--- config.mk ---
export PLATFORM = sky130hd
export DESIGN_NAME = store_rmw_ctrl
export DESIGN_NICKNAME = d
export VERILOG_FILES = /design/src/rtl/store_rmw_ctrl.sv
export SDC_FILE = /design/constraint.sdc
export NUM_CORES = 1
export LEC_CHECK = 0
export ABC_CLOCK_PERIOD_IN_PS = 2150
export BUFFER_PORTS_ARGS = -buffer_cell sky130_fd_sc_hd__buf_4
export CORE_MARGIN = 4
export CORE_UTILIZATION = 35
export DETAILED_ROUTE_END_ITERATION = 10
export PLACE_DENSITY_LB_ADDON = 0.12
export SLEW_MARGIN = 15
export SYNTH_ARGS = -nofsm -noshare
export SYNTH_HDL_FRONTEND = slang
export SYNTH_SLANG_ARGS = --single-unit
--- constraint.sdc ---
create_clock -name clk -period 2.15 [get_ports clk]
set_clock_uncertainty 0.2 [all_clocks]
set_input_delay 0.215 -clock clk [delete_from_list [all_inputs] [get_ports clk]]
set_output_delay 0.215 -clock clk [all_outputs]
set_load 0.01 [all_outputs]
--- src/rtl/store_rmw_ctrl.sv ---
// Store controller: SW goes straight to a word write, SB does a read-modify-write
// merge of one byte lane, and a misaligned SW is rejected without touching memory.
module store_rmw_ctrl (
    input  logic        clk,
    input  logic        rst_n,
    input  logic        st_req,
    input  logic        st_word,
    input  logic [31:0] st_addr,
    input  logic [31:0] st_data,
    output logic        st_busy,
    output logic        st_done,
    output logic        st_err,
    output logic [31:0] mem_addr,
    output logic        mem_rd,
    output logic        mem_wr,
    output logic [31:0] mem_wdata,
    input  logic [31:0] mem_rdata,
    input  logic        mem_ready
);

    localparam int unsigned AW = 32;
    localparam int unsigned DW = 32;

    typedef enum logic [2:0] {
        IDLE = 3'd0,
        RD   = 3'd1,
        WR   = 3'd2,
        DONE = 3'd3,
        ERR  = 3'd4
    } state_t;

    state_t          state;
    state_t          state_n;
    logic [AW-1:0]   addr_q;
    logic [DW-1:0]   data_q;
    logic            word_q;
    logic [DW-1:0]   wbuf;
    logic [DW-1:0]   merged;
    logic            accept;

    assign accept = (state == IDLE) && st_req;

    // Word address is a pure slice of the captured byte address.
    assign mem_addr = {addr_q[AW-1:2], 2'b00};

    // Little-endian byte-lane merge of the store byte into the read word.
    always_comb begin
        merged = mem_rdata;
        unique case (addr_q[1:0])
            2'd0:    merged[7:0]   = data_q[7:0];
            2'd1:    merged[15:8]  = data_q[7:0];
            2'd2:    merged[23:16] = data_q[7:0];
            default: merged[31:24] = data_q[7:0];
        endcase
    end

    // Next-state decode.
    always_comb begin
        state_n = state;
        unique case (state)
            IDLE: begin
                if (st_req) begin
                    if (!st_word) begin
                        state_n = RD;
                    end else if (st_addr[1:0] == 2'b00) begin
                        state_n = WR;
                    end else begin
                        state_n = ERR;
                    end
                end
            end
            RD:      if (mem_ready) state_n = WR;
            WR:      if (mem_ready) state_n = DONE;
            DONE:    state_n = IDLE;
            ERR:     state_n = IDLE;
            default: state_n = IDLE;
        endcase
    end

    // State register and state-aligned strobes, all loaded from the next state.
    always_ff @(posedge clk or negedge rst_n) begin
        if (!rst_n) begin
            state   <= IDLE;
            st_busy <= 1'b0;
            st_done <= 1'b0;
            st_err  <= 1'b0;
            mem_rd  <= 1'b0;
            mem_wr  <= 1'b0;
        end else begin
            state   <= state_n;
            st_busy <= (state_n != IDLE);
            st_done <= (state_n == DONE);
            st_err  <= (state_n == ERR);
            mem_rd  <= (state_n == RD);
            mem_wr  <= (state_n == WR);
        end
    end

    // Request capture and merge buffer.
    always_ff @(posedge clk or negedge rst_n) begin
        if (!rst_n) begin
            addr_q <= '0;
            data_q <= '0;
            word_q <= 1'b0;
            wbuf   <= '0;
        end else begin
            if (accept) begin
                addr_q <= st_addr;
                data_q <= st_data;
                word_q <= st_word;
            end
            if ((state == RD) && mem_ready) begin
                wbuf <= merged;
            end
        end
    end

    // Write data: the full store word for SW, the merged word for SB.
    always_ff @(posedge clk or negedge rst_n) begin
        if (!rst_n) begin
            mem_wdata <= '0;
        end else if (accept && st_word && (st_addr[1:0] == 2'b00)) begin
            mem_wdata <= st_data;
        end else if ((state == RD) && mem_ready) begin
            mem_wdata <= merged;
        end
    end

endmodule
* Word-level counts from Yosys, hierarchy flattened
Cells that the tools add are included.
Word-level totals: flip-flop bits (word level) 80, latch bits 0, memory bits (writable) 0, ROM bits 0, input bits 101, output and inout bits 69, logic and storage cells 39, memories 0
Operators by class: add/sub/neg operators 0, $mul 0, divide/modulo/power cells 0, order comparisons 0, equal/unequal tests 8, shift operators 0, muxes and demuxes 12, bitwise logic cells 0, reduce and logical (&&, ||, !) cells 10
Operators by type and width (count):
- $mux 32 | 2
- $mux 8 | 4
- $mux 3 | 5
- $eq 3x2->1 const B | 3
- $pmux 3 s3 | 1
- $eq 3x1->1 const B | 2
- $logic_and 1x1->1 | 4
- $logic_not 2->1 | 2
- $eq 3x3->1 const B | 1
- $logic_not 3->1 | 1
- $reduce_bool 3->1 | 1
- $reduce_or 3->1 | 1
- $eq 2x1->1 const B | 1
- $eq 2x2->1 const B | 1
- $reduce_bool 2->1 | 1

* Depth between registers and ports, before layout
depth in word-level cells 6, mapped depth 5, mapped depth without buffers 3

* Worst setup path after synthesis
Ideal clock, no wire load.
path type reg2reg, start register state[0], end register addr_q[0], setup time 0.125 ns, arrival 1.420 ns, data required time 1.825 ns, slack 0.405 ns, cell stages (with the launch flop) 5, path buffers 2, clock period less this slack 1.745 ns, cells stage by stage dfrtp_1 nor4b_4 buf_6 buf_6 mux2_2
On the way: word-level cells in the longest chain between the ends 2
Ends and longest elaborated chain:
- from (decl) | RTL line 32 | state_t state;
- from (signal assigned) | RTL line 90 | state <= state_n;
- $logic_not 3->1 | RTL line 41 | assign accept = (state == IDLE) && st_req;
- $logic_and 1x1->1 | RTL line 41
- to (signal assigned) | RTL line 108 | addr_q <= st_addr;
- to (decl) | RTL line 34 | logic [AW-1:0] addr_q;
No other way between the ends. A chain may end at the register's enable or synchronous reset.

* Worst setup path after layout
start register state[0], end register mem_wdata[9]
On the way: word-level cells in the longest chain between the ends 5, elaborated cells between the ends (all ways) 8, classes of those cells eq/ne (1); mux (1); reduce/logical (6)
Ends and longest elaborated chain:
- $logic_not 3->1 | RTL line 41
- $logic_and 1x1->1 | RTL line 41
- $logic_and 1x1->1 (2 in a row) | RTL line 122 | end else if (accept && st_word && (st_addr[1:0] == 2'b00)) begin
- $mux 32 / $reduce_bool 2->1 (equally long branches)
- to (signal assigned) | RTL line 123 | mem_wdata <= st_data;
- to (signal assigned) | RTL line 125 | mem_wdata <= merged;
- to (decl) | RTL line 16 | output logic [31:0] mem_wdata,
Parallel ways exist; a longest one is shown, timed or not.

==> summary.md <==
| Metric | Value |
|---|---|
| CP bufs+invs | 2 |
| Pwr dens | approximately 1300 nW/um2 |
| IO Pins | 170 |
| Core area | 11500 um2 |
| Critical Path RT | about 2.2 ns |
| Critical Path Start Type | flop |
| First-pass GRT wire length | roughly 19000 um |
| Post-synth top area share | between 40% and 50% |
| Reg2reg start | state[0] |
| Synth area leaders | dfrtp_1 49%, mux2_2 11%, buf_4 6.9% |
| Sink Count | 80 |
| Routability cong. | between 0.7 and 0.8 |
| Most frequent CP cell | buf_4 |
| Commonest non-fill, non-tap cell in the layout | buf_4 |
| Worst hold start | st_req |
| Fin crit period | 1.94 ns |
| Count of cell types in the netlist | 28 |
| Unrepaired setup endpoints after global routing | false |
| Via density | 5.02 |
| Fmax | between 500 and 600 MHz |
| CTS Hold Bufs | 67 |
| Mapped cell area | just over 4000 um2 |
| Reg2reg end | mem_wdata[9] |
| H-tree levels | 3 |
| Antenna Violating Nets Remaining | 0 |
| Clock power frac | a little under a fifth |
| FF-to-FF setup slack | roughly 0.21 ns |
| Setup crit end kind | flop |
| Worst-margin pin slew | slightly below 0.7 ns |
| Sw frac | around a third |
| Clk Latency, worst-skew pair | roughly 0.34 ns |
| Overall power | approximately 8.0 mW |
| CTS resizes | 0 |
| Fin nets | between 600 and 700 |
| CTS Buf Count | 9 |
| Flop pwr share | 35.5% |
| Synth Warn # | 0 |
| Hold depth | 3 |
| Net Sw Power | about 2.8 mW |
| Yosys reg bits | 80 |
| Hold slack | 0.0148 ns |
| Hold Violations, Final | 0 |
| Biggest area consumer among synthesized cells | dfrtp_1 |
| Grt ovf | 0 |
| Most frequent cells in the layout | 175 x buf_4, 80 x dfrtp_1, 67 x dlygate4sd3_1 |
| Postcts setup bufs | 0 |
| Total track usage | a little under a fifth |
| HP Class | input pin to flop |
| Worst Setup SP | state[0] |
| Initial antenna violation count | 0 |
| Syn_area_per_cell | ~11 um2 |
| Worst setup path endpoint | mem_wdata[9] |
| Relative slew slack | approximately 55% |
| Arrival time worst endpoint | 1.99 ns |
| CP Depth | 5 |
| Ys async rst share | between 90% and 100% |
| Leak | about 2.8 nW |
| Slowest stage cell, crit path | dfrtp_1 |
| Drt total wl | approximately 12000 um |
| Worst-path clk slew | 0.06 ns |
| CTS tree | yes |
| Sequential fraction of the synthesis area | 48.8% |
| Die H | 116 um |
| Post-synth top flop | dfrtp_1 |
| Cell Chain, Critical Path | nor4b_4 -> buf_4 -> buf_4 -> nand3_1 -> o31ai_1 |
| Die Wd | around 120 um |
| Period utilization | between 90% and 100% |
| Max Root-Sink Buffers | 2 |
| Maxcap violations | 0 |
| CTS root buf | clkbuf_16 |
| Drt drc | 0 |
| Crit-path max cell delay | 0.45 ns |
| Status | complete, no violations |
| Avg WL per Cell | between 15 and 20 um |
| Row Count | 39 |
| Kind of critical path | flop to flop |
| Initial DRT Pass Iterations | 4 |
| Initial DRC count | 120 |
| Initial Util | a little over a third |
| P&R area growth vs syn | 52.3% |
| Gate power share | approximately 46% |
| Layout cells sized above 1 | between 40 and 50% |
| Setup_tns | 0 ns |
| Total number of vias | around 3600 |
| Final HPWL DP | between 8000 and 9000 um |
| Family with the most delay on the worst path | buffers and inverters |
| Diode count | 0 |
| Largest net degree at the start of global routing | 50 |
| Max-slew violations | 0 |
| Die area | approximately 14000 um2 |
| PortBufs | approximately 170 |
| Crit Path Max Fanout | 27 |
| Reg2reg path depth | 5 |
| Syn Inst Count | around 370 |
| Post-synth EDFFs | 0 |
| Internal power | 5.15 mW |
| Vias in the first global route | between 3000 and 4000 |
| Setup violations, final | 0 |
| Peak VDD IR | between 0.7 and 0.8 mV |
## Yosys cell counts, types with 2 or more instances
library cell / number
clkbuf_1: 11
a21oi_1: 2
buf_6: 5
nand2_1: 3
o21a_1: 8
and3_1: 9
o211a_1: 2
buf_4: 38
nand3_1: 32
mux2_2: 41
a211oi_1: 33
dfrtp_1: 80
nand2b_1: 4
buf_2: 11
o31ai_1: 31
and3b_1: 16
nor2_1: 34
## layer usage
metal | wire [um] | global-route usage (%) | up-vias
li1 | - | - | 1701
met1 | 5500 | 24.1 | 1735
met2 | 5810 | 30.3 | 126
met3 | 914 | 4.72 | 17
met4 | 207 | 6.57 | 0
met5 | 0 | 0 | -
## area by class of cell
| class | instances | area (um2) |
|---|---|---|
| clock inverter | 2 | 12.5 |
| fill | 1006 | 5210 |
| multi-input combinational | 227 | 1680 |
| sequential | 80 | 2000 |
| tap | 143 | 179 |
| clock buffer | 13 | 280 |
| timing repair buffer | 248 | 2100 |
## tightest hold or removal path, cell delays in order
cell	delay, ns
buf_4	0.12
nand2b_1	0.06
a211oi_1	0.11
## how the worst min path moves through the flow
stage,to,slack (ns)
detailed placement,addr_q[31],0.1
floorplan,addr_q[0],-0.28
global route,state[0],0.03
finish,state[0],0.01
global placement,addr_q[31],0.09
CTS,state[0],0.0008
## per-stage QoR
| stage | instance area [um2] | cells | util (%) | worst slack [ns] |
|---|---|---|---|---|
| after CTS | 6250 | 713 | 54.5 | 0.202 |
| final | 6250 | 713 | 54.5 | 0.209 |
| after global placement | 5290 | 631 | 46.1 | 0.260 |
| after global routing | 6250 | 713 | 54.5 | 0.0939 |
| after floorplan | 4110 | 372 | - | 0.405 |
| after detailed placement | 5290 | 631 | 46.1 | 0.213 |
## flip-flops by register name, summed over array words and instances (netlist names)
name	flops
addr_q	32
data_q	8
mem_rd	1
mem_wdata	32
mem_wr	1
st_busy	1
st_done	1
st_err	1
state	3
## logic make-up after synthesis
group,Yosys count,share of synthesized area (%)
AOI/OAI and AO/OA,79,14.6
buffers and inverters,65,10.7
DFF,80,48.8
muxes,41,11.2
other,1,0.0913
and+or+nand+nor,105,14.7
## power groups by stage
stage	combinational [mW]	sequential, mW	clock (mW)
after global routing	3.97	2.93	1.61
after detailed placement	3.57	2.85	0
after CTS	3.67	2.83	1.56
after floorplan	2.31	2.81	0
final	3.63	2.82	1.50
after global placement	3.52	2.82	0
Power figures use the tool's default switching activity.
